## src/rtl/exc_seq.sv

```systemverilog
// Exception/interrupt sequencer: carries stage exception codes to M (oldest first) and drives the CP0 handshake.
// Strobes are combinational from the current state; take/return occupies the action cycle plus one HOLD cycle.
module exc_seq #(
    parameter logic [31:0] HANDLER_PC = 32'h0000_4180
) (
    input  logic        clk,
    input  logic        reset,
    input  logic        stall,
    input  logic [4:0]  exc_f,
    input  logic [4:0]  exc_d,
    input  logic [4:0]  exc_e,
    input  logic [31:0] pc_m,
    input  logic        bd_m,
    input  logic        eret_m,
    input  logic        int_req,
    input  logic [31:0] epc,
    output logic [4:0]  exc_code_m,
    output logic [31:0] cp0_pc,
    output logic        cp0_bd,
    output logic        exl_set,
    output logic        exl_clr,
    output logic        flush,
    output logic        redirect,
    output logic [31:0] redirect_pc,
    output logic        busy,
    output logic [15:0] exc_count
);

    typedef enum logic {
        RUN  = 1'b0,
        HOLD = 1'b1
    } state_t;

    state_t      r_state;
    state_t      w_state_nxt;
    logic [4:0]  r_code_d;
    logic [4:0]  r_code_e;
    logic [4:0]  r_code_m;
    logic [15:0] r_exc_count;
    logic        w_take;

    always_ff @(posedge clk) begin
        if (reset) begin
            r_state <= RUN;
        end else begin
            r_state <= w_state_nxt;
        end
    end

    // A take outranks an ERET sitting in M in the same cycle; the ERET is dropped.
    always_comb begin
        w_state_nxt = r_state;
        w_take      = 1'b0;
        exl_set     = 1'b0;
        exl_clr     = 1'b0;
        flush       = 1'b0;
        redirect    = 1'b0;
        redirect_pc = 32'd0;
        case (r_state)
            RUN: begin
                if (!reset) begin
                    if (int_req) begin
                        w_take      = 1'b1;
                        exl_set     = 1'b1;
                        flush       = 1'b1;
                        redirect    = 1'b1;
                        redirect_pc = HANDLER_PC;
                        w_state_nxt = HOLD;
                    end else if (eret_m) begin
                        exl_clr     = 1'b1;
                        flush       = 1'b1;
                        redirect    = 1'b1;
                        redirect_pc = epc & 32'hFFFF_FFFC;
                        w_state_nxt = HOLD;
                    end
                end
            end
            HOLD: w_state_nxt = RUN;
            default: w_state_nxt = RUN;
        endcase
    end

    // An older instruction's code is carried forward in preference to anything raised later.
    always_ff @(posedge clk) begin
        if (reset || flush) begin
            r_code_d <= 5'd0;
            r_code_e <= 5'd0;
            r_code_m <= 5'd0;
        end else begin
            r_code_d <= stall ? r_code_d : exc_f;
            r_code_e <= stall ? 5'd0 : ((r_code_d != 5'd0) ? r_code_d : exc_d);
            r_code_m <= (r_code_e != 5'd0) ? r_code_e : exc_e;
        end
    end

    always_ff @(posedge clk) begin
        if (reset) begin
            r_exc_count <= 16'd0;
        end else if (w_take && (r_exc_count != 16'hFFFF)) begin
            r_exc_count <= r_exc_count + 16'd1;
        end
    end

    assign exc_code_m = (r_state == RUN) ? r_code_m : 5'd0;
    assign cp0_bd     = bd_m;
    assign cp0_pc     = (pc_m & 32'hFFFF_FFFC) - (bd_m ? 32'd4 : 32'd0);
    assign busy       = (r_state == HOLD);
    assign exc_count  = r_exc_count;

endmodule

```

## config.mk

```make
export PLATFORM = sky130hd
export DESIGN_NAME = exc_seq
export DESIGN_NICKNAME = d
export VERILOG_FILES = /design/src/rtl/exc_seq.sv
export SDC_FILE = /design/constraint.sdc
export NUM_CORES = 1
export LEC_CHECK = 0
export ABC_AREA = 1
export BUFFER_PORTS_ARGS = -buffer_cell sky130_fd_sc_hd__buf_2
export CAP_MARGIN = 0
export CORE_MARGIN = 2
export CORE_UTILIZATION = 38
export DETAILED_ROUTE_END_ITERATION = 12
export HOLD_SLACK_MARGIN = 0.1
export MAX_ROUTING_LAYER = met4
export PLACE_DENSITY_LB_ADDON = 0.25
export SETUP_SLACK_MARGIN = 0.15
export SLEW_MARGIN = 40
export SYNTH_ARGS = -nofsm -noshare
export SYNTH_HDL_FRONTEND = slang
export SYNTH_SLANG_ARGS = --single-unit
```

## constraint.sdc

```tcl
create_clock -name clk -period 1.3 [get_ports clk]
set_input_delay 0 -clock clk [delete_from_list [all_inputs] [get_ports clk]]
set_output_delay 0 -clock clk [all_outputs]
set_load 0.05 [all_outputs]
```

==> results.rst, run 1 <==
.. list-table::
   :header-rows: 1

   * - Metric
     - Value
   * - Effective utilization at floorplan
     - 0.388
   * - Pre-CTS setup slack
     - -0.215 ns
   * - Top area cells in the synthesized netlist
     - sky130_fd_sc_hd__dfxtp_1, sky130_fd_sc_hd__nor2_1, sky130_fd_sc_hd__nand2_1
   * - Cell area after synthesis
     - 2600 um^2
   * - Fraction of registers with async set or reset after synthesis
     - 0
   * - Number of buffers on the longest clock path
     - 2
   * - Post-synthesis sequential element count
     - 32
   * - Warning count from the yosys run
     - 0
   * - Area leader, netlist
     - sky130_fd_sc_hd__dfxtp_1
   * - Primary FF master, synth
     - sky130_fd_sc_hd__dfxtp_1
   * - Number of standard cells after synthesis
     - 446
   * - Half-perimeter wire length after placement
     - 7500 um
   * - Total number of H-tree levels
     - 2
   * - Mean post-synth cell area
     - 5.84 um^2
   * - Floorplan row count
     - 30
   * - Number of clock sinks seen by CTS
     - 32
   * - Largest net degree at the start of global routing
     - 16
   * - Chip height
     - 86.8 um
   * - Sequential share of the synthesized area
     - 0.246
   * - Worst setup endpoint GRT
     - redirect_pc[4]
   * - Gp weighted congestion
     - 0.866
   * - Buffers on Ports
     - 167
   * - Initial antenna violation count
     - 0
   * - Root buffer cell
     - sky130_fd_sc_hd__clkbuf_8
   * - Kind of the worst endpoint
     - output port
   * - Synth unique cells
     - 27
   * - Failing step
     - global routing (5_1_grt)
   * - Boundary pin count
     - 176
   * - Status
     - did not finish
   * - Error text reported by the tool
     - [ERROR DPL-0033] detailed placement checks failed during check placement.
   * - Chip Width
     - 86.8 um
   * - Area share of the largest cell type after synthesis
     - 0.246
   * - Number of synthesized flops with an enable pin
     - 0
   * - TritonCTS buffer count
     - 5
## cell usage after synthesis (2+ instances only)
| cell type | n |
|---|---|
| sky130_fd_sc_hd__buf_4 | 6 |
| sky130_fd_sc_hd__ha_1 | 3 |
| sky130_fd_sc_hd__nand3_1 | 21 |
| sky130_fd_sc_hd__nor3_2 | 2 |
| sky130_fd_sc_hd__inv_1 | 73 |
| sky130_fd_sc_hd__nor2_4 | 2 |
| sky130_fd_sc_hd__xor2_1 | 20 |
| sky130_fd_sc_hd__nand2_2 | 3 |
| sky130_fd_sc_hd__nand4_1 | 8 |
| sky130_fd_sc_hd__nor4_1 | 2 |
| sky130_fd_sc_hd__nand2_1 | 100 |
| sky130_fd_sc_hd__a21oi_1 | 24 |
| sky130_fd_sc_hd__xnor2_1 | 15 |
| sky130_fd_sc_hd__inv_2 | 2 |
| sky130_fd_sc_hd__nor2_2 | 8 |
| sky130_fd_sc_hd__dfxtp_1 | 32 |
| sky130_fd_sc_hd__buf_2 | 3 |
| sky130_fd_sc_hd__nor2_1 | 112 |
| sky130_fd_sc_hd__a21o_1 | 2 |
## kinds of logic after synthesis
| group | share of synthesized area |
|---|---|
| compound gates | 0.0649 |
| buf+inv | 0.137 |
| simple gates | 0.419 |
| flops | 0.246 |
| fa+ha+maj | 0.0144 |
| other cells | 0.00144 |
| xor+xnor | 0.118 |
## stage by stage
stage	area (um^2)	hold slack, ns	TNS, ns	cells
3_3_place_gp	4680	0.246	-2.20	750
2_1_floorplan	3340	0.0533	-13.69	449
3_5_place_dp	4680	0.254	-3.23	750
4_1_cts	5890	0.105	-6.06	790
## timing repair
action	4_1_cts
setup endpoints to repair	76
cloned	1
endpoints found under the hold margin	15
gates resized for setup	228
buffers inserted	15
pin swaps	52
hold buffers	16
==> inputs of run 2 (changes only) <==
Settings changed: CORE_UTILIZATION 38 to 40, HOLD_SLACK_MARGIN 0.1 to not set, MAX_ROUTING_LAYER met4 to not set, PLACE_DENSITY_LB_ADDON 0.25 to 0.15, SETUP_SLACK_MARGIN 0.15 to not set.
Clock period 1.3 ns to 1.7 ns, I/O delays scaled along.
==> results.rst, run 2 <==
.. list-table::
   :header-rows: 1

   * - Metric
     - Value
   * - Status
     - finished clean
   * - Worst slew margin
     - 0.529
   * - Worst-Skew Late Latency
     - 0.28 ns
   * - Kind of path behind the tightest hold check
     - input port to flip-flop
   * - Cell area after synthesis
     - 2600 um^2 (unchanged)
   * - Destination of the worst register-to-register timing path
     - exc_count[13]$_SDFFE_PP0P_
   * - Area of the core
     - 6310 um^2
   * - Die footprint
     - 7170 um^2
   * - Worst-path clk slew
     - 0.07 ns
   * - Final Cell Area
     - 4040 um^2
   * - Number of standard cells after synthesis
     - 446 (unchanged)
   * - Number of clock sinks seen by CTS
     - 32 (unchanged)
   * - Number of buffers on the longest clock path
     - 2 (unchanged)
   * - Power density of the placed cells
     - 544 nW/um^2
   * - Chip height
     - 84.7 um (-2.4%)
   * - P&R area growth vs syn
     - 55.1%
   * - Proportion of power drawn by combinational gates
     - 0.378
   * - Total wirelength of the detailed-routed design
     - 8140 um
   * - Data arrival at the endpoint of the critical path
     - 1.62 ns
   * - Clock tree skew after final layout
     - 0.00500 ns
   * - Mean post-synth cell area
     - 5.84 um^2 (unchanged)
   * - Cell chain of the critical path
     - nor2_4 > inv_2 > nor3_4 > buf_4 > inv_6 > nor2_4 > clkbuf_4
   * - Part of the total power dissipated in sequential elements
     - 0.360
   * - Internal power summed over all cells
     - 0.00131 W
   * - Power spent charging and discharging nets
     - 0.000887 W
   * - Warning count from the yosys run
     - 0 (unchanged)
   * - Fill cell total of the finished layout
     - 587
   * - Root buffer cell
     - sky130_fd_sc_hd__clkbuf_8
   * - Drt via density
     - 4.61
   * - Commonest cells after routing, fill and taps aside
     - sky130_fd_sc_hd__buf_2, sky130_fd_sc_hd__nand2_1, sky130_fd_sc_hd__nor2_1
   * - Total Neg Setup Slack
     - 0 ns
   * - Fraction of registers with async set or reset after synthesis
     - 0 (unchanged)
   * - Max incr delay on CP
     - 0.37 ns
   * - Number of max-cap violations
     - 0
   * - Clk pwr share
     - 0.262
   * - Transition time of the tightest slew-check pin
     - 0.700 ns
   * - Synth unique cells
     - 27 (unchanged)
   * - Hold worst-path end
     - r_code_e[4]$_SDFF_PP0_
   * - RR Startpoint
     - exc_count[0]$_SDFFE_PP0P_
   * - Final period demand of the worst path
     - 1.62 ns
   * - Maximum net fanout on the critical path
     - 13
   * - Hold_sp
     - exc_d[4]
   * - Effective utilization at floorplan
     - 0.412 (+0.0249)
   * - Total number of H-tree levels
     - 2 (unchanged)
   * - Area share of the largest cell type after synthesis
     - 0.246 (unchanged)
   * - Most frequent standard cell in the layout excluding fill and tap cells
     - sky130_fd_sc_hd__buf_2
   * - Area leader, netlist
     - sky130_fd_sc_hd__dfxtp_1
   * - Chip Width
     - 84.7 um (-2.4%)
   * - Leak Pwr
     - 2.08 nW
   * - Top area cells in the synthesized netlist
     - sky130_fd_sc_hd__dfxtp_1, sky130_fd_sc_hd__nor2_1, sky130_fd_sc_hd__nand2_1
   * - TritonCTS buffer count
     - 5 (unchanged)
   * - Pins Over Slew Limit
     - 0
   * - Endpoints failing setup
     - 0
   * - Count of nets after finishing
     - 719
   * - Gp weighted congestion
     - 0.920 (+6.2%)
   * - Worst IR drop on VDD
     - 0.000575 V
   * - Multi-input combinational cell area
     - 1820 um^2
   * - Number of synthesized flops with an enable pin
     - 0 (unchanged)
   * - Pre-Repair DR Iteration Count
     - 4
   * - Number of antenna diodes
     - 0
   * - Boundary pin count
     - 176 (unchanged)
   * - Largest net degree at the start of global routing
     - 28
   * - First-pass GRT wire length
     - 12900 um
   * - Total congestion overflow
     - 0
   * - Residual antenna-violating net count after detailed routing
     - 0
   * - Sequential share of the synthesized area
     - 0.246 (unchanged)
   * - Post-route clock period utilization
     - 0.951
   * - Instance area after placement
     - 3710 um^2 (-21%)
   * - Final hold viol count
     - 0
   * - Vias post-DR
     - 3268
   * - Fraction of layout cells with a size suffix above 1
     - 0.373
   * - Clock tree from TritonCTS
     - yes
   * - Net switching fraction of the power
     - 0.404
   * - Largest register FFs
     - 16
   * - Number of global-route vias before repair
     - 2990
   * - Half-perimeter wire length after placement
     - 6540 um (-13%)
   * - Post-synthesis sequential element count
     - 32 (unchanged)
   * - List of most frequent post-synthesis cells
     - sky130_fd_sc_hd__nor2_1, sky130_fd_sc_hd__nand2_1, sky130_fd_sc_hd__inv_1
   * - Detail-routed net length per standard cell
     - 11.5 um
   * - Initial antenna violation count
     - 0
   * - Type of origin of the critical path
     - flip-flop
   * - Floorplan row count
     - 29 (-3.3%)
   * - Sort of element at the end of the critical path
     - primary output
   * - Register cell area after layout
     - 647 um^2
   * - DRC violations left
     - 0
   * - Maximum clock rate
     - 619 MHz
   * - Primary FF master, synth
     - sky130_fd_sc_hd__dfxtp_1
   * - Required time of the worst setup path
     - 1.70 ns
   * - Buffers on Ports
     - 167 (unchanged)
   * - Count of routing violations after the opening detailed-route iteration
     - 99
   * - Register-to-register setup slack
     - 0.16 ns
   * - Most frequently used cell type in the post-synthesis netlist
     - sky130_fd_sc_hd__nor2_1
   * - Number of cell instances on the worst register-to-register path
     - 9
   * - Cell with the most instances on the worst path
     - sky130_fd_sc_hd__nor2_4
   * - Hold Crit Depth
     - 4
   * - Kind of critical path
     - flip-flop to primary output
   * - Overall Global Routing Usage
     - 0.215
   * - Slowest stage cell on the critical path
     - sky130_fd_sc_hd__dfxtp_4
run 2: cell counts after synthesis:
Identical to the previous run, type by type.
run 2: area by class of cell:
class	count	area share
clock buffer	5	0.0170
clock inverter	3	0.00465
inverter	75	0.0762
multi-input combinational	331	0.451
sequential	32	0.160
tap	77	0.0239
timing repair buffer	185	0.265
timing repair inverter	1	0.00217
run 2: how the worst max path moves through the flow:
stage                     cells past startpoint         endpoint            start
after floorplan                               6  redirect_pc[10]  busy$_SDFF_PP0_
after global placement                       10       cp0_pc[20]          pc_m[2]
after detailed placement                     10       cp0_pc[20]          pc_m[2]
after CTS                                     6  redirect_pc[21]  busy$_SDFF_PP0_
after global routing                          7  redirect_pc[27]  busy$_SDFF_PP0_
final                                         7  redirect_pc[24]  busy$_SDFF_PP0_
run 2: worst max-delay path: cells and delay by family, from the launching register on:
kind,cells,cell delay (ns)
buffers and inverters,4,0.54
DFF,1,0.37
and+or+nand+nor,3,0.42
run 2: power by group through the flow:
stage | Sequential (W) | Clock [W] | Combinational (W)
2_1_floorplan | 0.000819 | 0 | 0.000558
3_3_place_gp | 0.000807 | 0 | 0.000784
3_5_place_dp | 0.000808 | 0 | 0.000790
4_1_cts | 0.000790 | 0.000591 | 0.000818
5_1_grt | 0.000794 | 0.000614 | 0.000888
6_report | 0.000790 | 0.000575 | 0.000831
run 2: per-stage QoR:
step	util	hold slack [ns]	total power (W)	setup WS, ns	std cells
after floorplan	-	0.0551	0.00138	-0.0728	449
after global placement	0.588	0.234	0.00159	0.171	686
after detailed placement	0.588	0.238	0.00160	0.136	686
after CTS	0.625	0.00601	0.00220	-0.0159	707
after global routing	0.640	0.0407	0.00230	-0.0233	709
final	0.640	0.00821	0.00220	0.0833	709
run 2: kinds of logic after synthesis:
family,Yosys count,synth area share
compound gates,29,0.0649
xor+xnor,35,0.118
fa+ha+maj,3,0.0144
buf+inv,86,0.137
flops,32,0.246
other cells,1,0.00144
simple gates,260,0.419
run 2: what timing repair did:
item,4_1_cts,5_1_grt
gates cloned,0,1
buffers inserted,0,1
resized for setup,7,32
hold buffers,13,0
endpoints found under the hold margin,13,0
pin swaps,0,2
setup endpoints to repair,27,28
run 2: per-layer routing:
| metal | vias to the layer above | global-route usage | share of wire |
|---|---|---|---|
| met5 | - | 0 | 0 |
| met4 | 0 | 0.0519 | 0.012 |
| met3 | 10 | 0.0413 | 0.060 |
| met2 | 103 | 0.397 | 0.52 |
| met1 | 1453 | 0.256 | 0.41 |
| li1 | 1702 | - | - |
No activity file was read; power rests on OpenSTA's default activity.
